[src/rtl/lsu_pkg.sv]
// lsu_pkg: funct3 codes, controller state type and access-check helpers
// shared by the load/store unit and its alignment datapath.
package lsu_pkg;

    localparam logic [2:0] F3_B  = 3'b000;
    localparam logic [2:0] F3_H  = 3'b001;
    localparam logic [2:0] F3_W  = 3'b010;
    localparam logic [2:0] F3_BU = 3'b100;
    localparam logic [2:0] F3_HU = 3'b101;

    typedef enum logic [1:0] {
        IDLE = 2'd0,
        REQ  = 2'd1,
        WAIT = 2'd2,
        DONE = 2'd3
    } lsu_state_t;

    function automatic logic misaligned(
        input logic [2:0] funct3,
        input logic [1:0] off
    );
        return (funct3[1:0] == 2'b01 && off[0]) ||
               (funct3[1:0] == 2'b10 && off != 2'b00);
    endfunction

    function automatic logic legal_f3(
        input logic [2:0] funct3,
        input logic       store
    );
        if (store)
            return funct3 inside {F3_B, F3_H, F3_W};
        return funct3 inside {F3_B, F3_H, F3_W, F3_BU, F3_HU};
    endfunction

endpackage

[src/rtl/lsu_align.sv]
// lsu_align: store lane replication, byte-enable generation and
// load byte/half extraction with sign or zero extension.
module lsu_align
    import lsu_pkg::*;
(
    input  logic [2:0]  funct3,
    input  logic [1:0]  off,
    input  logic [31:0] wdata,
    input  logic [31:0] rdata,
    output logic [3:0]  be,
    output logic [31:0] wdata_rep,
    output logic [31:0] rdata_fmt
);

    logic [31:0] shifted;

    always_comb begin
        be        = 4'b1111;
        wdata_rep = wdata;
        rdata_fmt = rdata;
        shifted   = rdata >> {off, 3'b000};
        case (funct3[1:0])
            2'b00: begin
                be        = 4'b0001 << off;
                wdata_rep = {4{wdata[7:0]}};
            end
            2'b01: begin
                be        = 4'b0011 << off;
                wdata_rep = {2{wdata[15:0]}};
            end
            default: ;
        endcase
        case (funct3)
            F3_B:    rdata_fmt = {{24{shifted[7]}}, shifted[7:0]};
            F3_BU:   rdata_fmt = {24'd0, shifted[7:0]};
            F3_H:    rdata_fmt = {{16{shifted[15]}}, shifted[15:0]};
            F3_HU:   rdata_fmt = {16'd0, shifted[15:0]};
            default: rdata_fmt = rdata;
        endcase
    end

endmodule

[src/rtl/lsu_ctrl.sv]
// lsu_ctrl: issues loads/stores on a req/gnt/rvalid data bus, stalls the
// pipeline until the access completes and flags bad accesses.
module lsu_ctrl
    import lsu_pkg::*;
#(
    parameter int ADDR_W = 32,
    parameter int DATA_W = 32
) (
    input  logic              clk,
    input  logic              rst_n,
    input  logic              mem_re_i,
    input  logic              mem_we_i,
    input  logic [2:0]        funct3_i,
    input  logic [ADDR_W-1:0] addr_i,
    input  logic [DATA_W-1:0] wdata_i,
    input  logic              flush_i,
    output logic              bus_req_o,
    output logic              bus_we_o,
    output logic [ADDR_W-1:0] bus_addr_o,
    output logic [3:0]        bus_be_o,
    output logic [DATA_W-1:0] bus_wdata_o,
    input  logic              bus_gnt_i,
    input  logic              bus_rvalid_i,
    input  logic [DATA_W-1:0] bus_rdata_i,
    output logic [DATA_W-1:0] ram_data_o,
    output logic              stall_o,
    output logic              err_o
);

    lsu_state_t  state;
    logic [2:0]  f3_q;
    logic [1:0]  off_q;
    logic        idle;
    logic        access;
    logic        ok;
    logic        go;
    logic [2:0]  sel_f3;
    logic [1:0]  sel_off;
    logic [3:0]  be;
    logic [31:0] wrep;
    logic [31:0] rfmt;

    assign idle   = (state == IDLE);
    assign access = (mem_re_i | mem_we_i) & ~flush_i;
    assign ok     = legal_f3(funct3_i, mem_we_i) &
                    ~misaligned(funct3_i, addr_i[1:0]);
    assign go     = idle & access & ok;
    assign err_o  = idle & access & ~ok;
    assign stall_o = go | (state == REQ) | (state == WAIT);

    // Stores format from the live request; loads from the latched one.
    assign sel_f3  = idle ? funct3_i : f3_q;
    assign sel_off = idle ? addr_i[1:0] : off_q;

    lsu_align u_align (
        .funct3    (sel_f3),
        .off       (sel_off),
        .wdata     (wdata_i),
        .rdata     (bus_rdata_i),
        .be        (be),
        .wdata_rep (wrep),
        .rdata_fmt (rfmt)
    );

    always_ff @(posedge clk or negedge rst_n) begin
        if (!rst_n) begin
            state       <= IDLE;
            f3_q        <= 3'd0;
            off_q       <= 2'd0;
            bus_req_o   <= 1'b0;
            bus_we_o    <= 1'b0;
            bus_addr_o  <= '0;
            bus_be_o    <= 4'd0;
            bus_wdata_o <= '0;
            ram_data_o  <= '0;
        end else begin
            case (state)
                IDLE: if (go) begin
                    f3_q        <= funct3_i;
                    off_q       <= addr_i[1:0];
                    bus_req_o   <= 1'b1;
                    bus_we_o    <= mem_we_i;
                    bus_addr_o  <= {addr_i[ADDR_W-1:2], 2'b00};
                    bus_be_o    <= be;
                    bus_wdata_o <= wrep;
                    state       <= REQ;
                end
                REQ: if (bus_gnt_i) begin
                    bus_req_o <= 1'b0;
                    state     <= bus_we_o ? DONE : WAIT;
                end
                WAIT: if (bus_rvalid_i) begin
                    ram_data_o <= rfmt;
                    state      <= DONE;
                end
                default: state <= IDLE;
            endcase
        end
    end

endmodule

[config.mk]
export PLATFORM = sky130hd
export DESIGN_NAME = lsu_ctrl
export DESIGN_NICKNAME = d
export VERILOG_FILES = /design/src/rtl/lsu_pkg.sv /design/src/rtl/lsu_align.sv /design/src/rtl/lsu_ctrl.sv
export SDC_FILE = /design/constraint.sdc
export NUM_CORES = 1
export LEC_CHECK = 0
export CAP_MARGIN = 15
export CORE_ASPECT_RATIO = 1.4
export CORE_UTILIZATION = 36
export CTS_BUF_LIST = sky130_fd_sc_hd__clkbuf_4
export DETAILED_ROUTE_END_ITERATION = 10
export DONT_BUFFER_PORTS = 1
export HOLD_SLACK_MARGIN = 0.08
export PLACE_DENSITY = 0.6
export SKIP_CTS_REPAIR_TIMING = 1
export SLEW_MARGIN = 10
export SYNTH_ARGS = -nofsm -noshare
export SYNTH_HDL_FRONTEND = slang
export SYNTH_SLANG_ARGS = --single-unit
[constraint.sdc]
create_clock -name clk -period 2.6 [get_ports clk]
set_clock_uncertainty 0.15 [all_clocks]
set_input_delay 0.13 -clock clk [delete_from_list [all_inputs] [get_ports clk]]
set_output_delay 0.13 -clock clk [all_outputs]
set_load 0.01 [all_outputs]
### After elaboration in Yosys (flattened, before gate mapping)

Index checks and enable logic that the tools add are counted.

* equal/unequal tests: 15
* shift-type cells: 3
* muxes and demuxes: 16
* bitwise gates (word level): 11
* reduce and logical (&&, ||, !) cells: 15

Operator list (count)
* case mux 32 bit (4 select lines): 1
* case mux 32 bit (2 select lines): 1
* right shift 32 x 5 -> 16 bit: 1
* == test 3 bit, second input constant: 4
* 2-to-1 mux 2 bit: 4
* case mux 4 bit (2 select lines): 1
* == test 2 x 1 -> 1 bit, second input constant: 3
* == test 3 x 1 -> 1 bit, second input constant: 2
* zero test 3 bit: 2
* 2-to-1 mux 1 bit: 6
* case mux 2 bit (3 select lines): 1
* AND reduction 3 bit: 2
* bitwise AND 1 bit: 5
* nonzero test 5 bit: 1
* == test 2 bit, second input constant: 2
* zero test 2 bit: 2
* inequality test 2 bit, second input constant: 2
* AND reduction 2 bit: 2
* nonzero test 2 bit: 2
* left shift 1 x 2 -> 4 bit, first input constant: 1
* left shift 2 x 2 -> 4 bit, first input constant: 1
* == test 3 x 2 -> 1 bit, second input constant: 1
* 2-to-1 mux 3 bit: 1
* inverter 1 bit: 3
* 6 further kinds: 9

* flip-flop bits (word level): 107
* input port bits: 106
* output and inout port bits: 104
* logic and storage cells: 69

### Logic depth before layout (Yosys ltp)

* word-level depth: 8
* gate-level depth with buffers: 10
* gate-level depth less buffers: 7

### By module

Synthesis repeated with hierarchy kept, for this count alone.

* cells, all modules: 436
* area, all modules: 5552.8 um2

By module, submodules not included
* lsu_ctrl: instances 1, cells an instance 256, area an instance 4231.6 um2, sequential area each 2677.6 um2
* lsu_align: instances 1, cells an instance 180, area an instance 1321.3 um2, sequential area each 0.0 um2

### Least setup slack after synthesis

Ideal clock, no wire load.

* path type: reg2reg
* start point: reg state[0]
* end point: reg ram_data_o[27]
* setup time: 122 ps
* arrival: 1895 ps
* data required time: 2328 ps
* path slack: 433 ps
* stages on the path, launching flop included: 11
* buffers on the path: 3
* clock period less this slack: 2167 ps
* cells stage by stage: dfrtp_1 > inv_1 > ha_1 > buf_6 > nand2b_1 > o22ai_2 > buf_2 > a222oi_1 > a21oi_2 > buf_6 > a21oi_2

* longest elaborated chain between the ends: 4
* elaborated cells on any way between the ends: 11
* classes of those cells: eq/ne: 4; shift: 1; mux: 3; reduce/logical: 3

RTL lines
* start, declared: RTL line lsu_ctrl.sv:30 `lsu_state_t state;`
* start signal, assigned: RTL line lsu_ctrl.sv:90 `state <= bus_we_o ? DONE : WAIT;`
* zero test 2 bit: RTL line lsu_ctrl.sv:43 `assign idle = (state == IDLE);`
* 2-to-1 mux 2 bit / 2-to-1 mux 3 bit (equally long branches): RTL line lsu_ctrl.sv:53, lsu_ctrl.sv:52
* right shift 32 x 5 -> 16 bit, or another cell as far along: RTL line lsu_align.sv:21 `shifted = rdata >> {off, 3'b000};`
* case mux 32 bit (4 select lines): RTL line lsu_align.sv:33 `case (funct3)`
* end signal, assigned: RTL line lsu_ctrl.sv:93 `ram_data_o <= rfmt;`
* end, declared: RTL line lsu_ctrl.sv:25 `output logic [DATA_W-1:0] ram_data_o,`

Parallel ways exist; a longest one is shown, timed or not.
A chain may end at the register's enable or synchronous reset.

### Worst setup path after layout

* start point: reg state[1]
* end point: reg ram_data_o[17]

The elaborated chain is that of the path after synthesis.

==> impl_metrics.yaml <==
min_path:
  hold_path.class: "in -> async"
power_and_ir_drop:
  ir_worst_vdd_uv: 636
  p_int_mw: 4.45
  p_leak_nw: 3.10
  swShare: 0.448
  power.density_nw_per_um2: 1180
  seqPwrFrac: 0.438
  p_clk_frac: 0.099
  switchingPower_mw: 3.61
  comb_power_share: 0.463
timing:
  finalCriticalPeriod_ns: 2.45
  setup_viol: 0
  whs_ns: -0.821
  slew_violations: 0
  rsz0062_at_grt: "false"
  slew_headroom: 0.468
  fmax_ghz: 0.408
  post-route-period-util: 0.944
  worstMarginPinSlew_ns: 0.798
  hold_viol: 107
finish:
  finalInstanceArea_sq_um: 6850
  instances_no_fill: 782
  area_growth_pct: 26.2
  num-fill-cells: 1356
  nNetsFinal: 698
  final_cell_mix: "107 x dfrtp_1, 105 x dlygate4sd3_1, 57 x nand2_1"
  final_common_cell: "dfrtp_1"
  drive_gt1_frac: 0.174
floorplanning:
  dieHeight_um: 147
  core_sq_um: 14600
  start_util: 0.373
  die-area_sq_um: 15600
  io_pins: 210
  fp.dieW_um: 106
  row_count: 52
clock_tree:
  cts_made_buffers: 9
  htreeDepth: 3
  cts_sinks: 107
  clk_latency_ns: 0.46
  cts_tree: "yes"
  max-clock-path-buffers: 2
  cts_root_buf: "clkbuf_4"
  clk_pin_slew_ns: 0.18
detailed_routing:
  route.vias.total: 4232
  drt_iter0_markers: 266
  vias_per_cell: 5.41
  drc: 0
  final_antenna_net_count: 0
  wl_per_cell_um: 20.2
  drt-total-wl_um: 15800
  drt_pass1_iterations: 5
global_routing:
  grt_first_pass_wirelength_um: 22200
  grtUsageTotal: 0.185
  antenna_found_initial: 1
  grt_pass1_vias: 3990
  overflow: 0
  grt_max_degree: 108
placement:
  place_inst: 658
  buffer_ports.inserted: 0
  gp_congestion: 0.908
  hpwlAfterDp_um: 10300
  place_area_sq_um: 5610
synth:
  ys_seq_area_frac: 0.493
  ys_warn_count: 0
  syn_area_sq_um: 5430
  yosysTopAreaCellShare: 0.493
  avgSynthCellArea_sq_um: 11.2
  ys_ff_latch: 107
  synth_cell_types: 46
  synth_area_leader_cell: "dfrtp_1"
  netlist_instances: 484
  synth_area_leaders: "dfrtp_1 49%, mux2_4 11%, mux2i_1 6.3%, nand2_1 3.9%, a21oi_1 3.8%"
setup_path:
  end_kind: "register"
  r2r-end: "ram_data_o[17]$_DFFE_PN0P_"
  crit_path_max_fanout: 10
  crit_arrival_ns: 2.70
  ff2ff_path_depth: 9
  startpoint_type: "register"
  required_ns: 2.84
  crit_type: "reg -> reg"
  rr_startpoint: "state[1]$_DFFE_PN0P_"
  reg2reg_slack_ns: 0.15
status:
  status: "finished with violations"
  violations: "hold timing"
job:
  cap_violations: 0
==> cell usage after synthesis, drive strengths merged <==
cell type	n
nor3b	1
a221o	1
a221oi	2
a222oi	2
a31oi	1
o21bai	2
mux2i	36
nor2	31
o21ai	45
a32o	1
or2	1
clkbuf	13
mux2	49
o2bb2ai	7
a22o	1
o41ai	1
inv	8
nand3b	1
o21ba	1
and2	1
buf	21
conb	1
nand2b	2
dfrtp	107
ha	4
a2bb2oi	7
nor2b	2
nand3	2
a21oi	52
o22ai	8
nand4bb	1
nor3	3
or3	8
a211oi	4
nand2	57
==> through the flow <==
| step | util | total power, mW | TNS (ns) | setup WS [ns] | hold WS (ns) |
|---|---|---|---|---|---|
| 6_report | 0.470 | 8.06 | 0 | 0.146 | -0.821 |
| 3_3_place_gp | 0.385 | 6.79 | -0.264 | -0.0457 | -0.313 |
| 5_1_grt | 0.470 | 8.57 | 0 | 0.0290 | -0.880 |
| 4_1_cts | 0.393 | 7.73 | -2.29 | -0.210 | -0.861 |
| 3_5_place_dp | 0.385 | 6.93 | -2.20 | -0.207 | -0.313 |
| 2_1_floorplan | - | 6.01 | 0 | 0.433 | -0.316 |
==> area by class of cell <==
type / count / area (sq um) / area share
sequential: 107 / 2680 / 0.391
multi-input combinational: 337 / 2570 / 0.375
timing repair buffer: 125 / 1220 / 0.178
tap: 189 / 236 / 0.0345
clock buffer: 9 / 67.6 / 0.00986
clock inverter: 6 / 50.0 / 0.00730
inverter: 8 / 30.0 / 0.00438
antenna: 1 / 2.50 / 0.000365
==> state kept, by name (all words and copies together) (netlist names) <==
name	count
ram_data_o	32
bus_we_o	1
bus_be_o	4
state	2
off_q	2
f3_q	3
bus_addr_o	30
bus_req_o	1
bus_wdata_o	32
==> cells by family (layout without fill, tap and decap cells) <==
family                   after synthesis  after routing  synth area share
AO/OA/AOI/OAI                        135            136             0.162
adder cells (fa/ha/maj)                4              4           0.00922
buffers and inverters                 42            148            0.0452
flip-flops                           107            107             0.493
multiplexers                          85             85             0.201
other                                  1              3          0.000691
AND/OR/NAND/NOR                      110            110            0.0894
==> critical path, stage by stage, from the launching register on <==
cell and delay (ns):
dfrtp_1 0.46, inv_1 0.13, ha_4 0.21, buf_4 0.16
mux2i_1 0.31, nand2_1 0.15, a221oi_4 0.23, buf_4 0.22
a21oi_2 0.19, a21oi_1 0.18
==> power groups by stage <==
stage	logic (mW)	registers [mW]	clock network (mW)
6_report	3.73	3.53	0.797
3_3_place_gp	3.25	3.54	0
3_5_place_dp	3.37	3.56	0
2_1_floorplan	2.70	3.31	0
4_1_cts	3.36	3.54	0.833
5_1_grt	4.06	3.63	0.883
==> routing by layer <==
layer,GRT usage,vias to the layer above,wire [um],share of wire
li1,-,1921,-,-
met1,0.206,2071,5840,0.37
met2,0.325,206,8480,0.54
met3,0.0506,34,1020,0.065
met4,0.0833,0,459,0.029
met5,0,-,0,0
==> how the worst max path moves through the flow <==
| stage | from | end | slack [ns] | cells after the start |
|---|---|---|---|---|
| floorplan | state[0]$_DFFE_PN0P_ | ram_data_o[27]$_DFFE_PN0P_ | 0.43 | 10 |
| global placement | state[1]$_DFFE_PN0P_ | ram_data_o[21]$_DFFE_PN0P_ | -0.05 | 8 |
| detailed placement | state[1]$_DFFE_PN0P_ | ram_data_o[16]$_DFFE_PN0P_ | -0.21 | 8 |
| CTS | state[1]$_DFFE_PN0P_ | ram_data_o[16]$_DFFE_PN0P_ | -0.21 | 8 |
| global route | state[1]$_DFFE_PN0P_ | bus_wdata_o[27]$_DFFE_PN0P_ | 0.03 | 10 |
| finish | state[1]$_DFFE_PN0P_ | ram_data_o[17]$_DFFE_PN0P_ | 0.15 | 9 |
(Power assumes the default switching activity.)
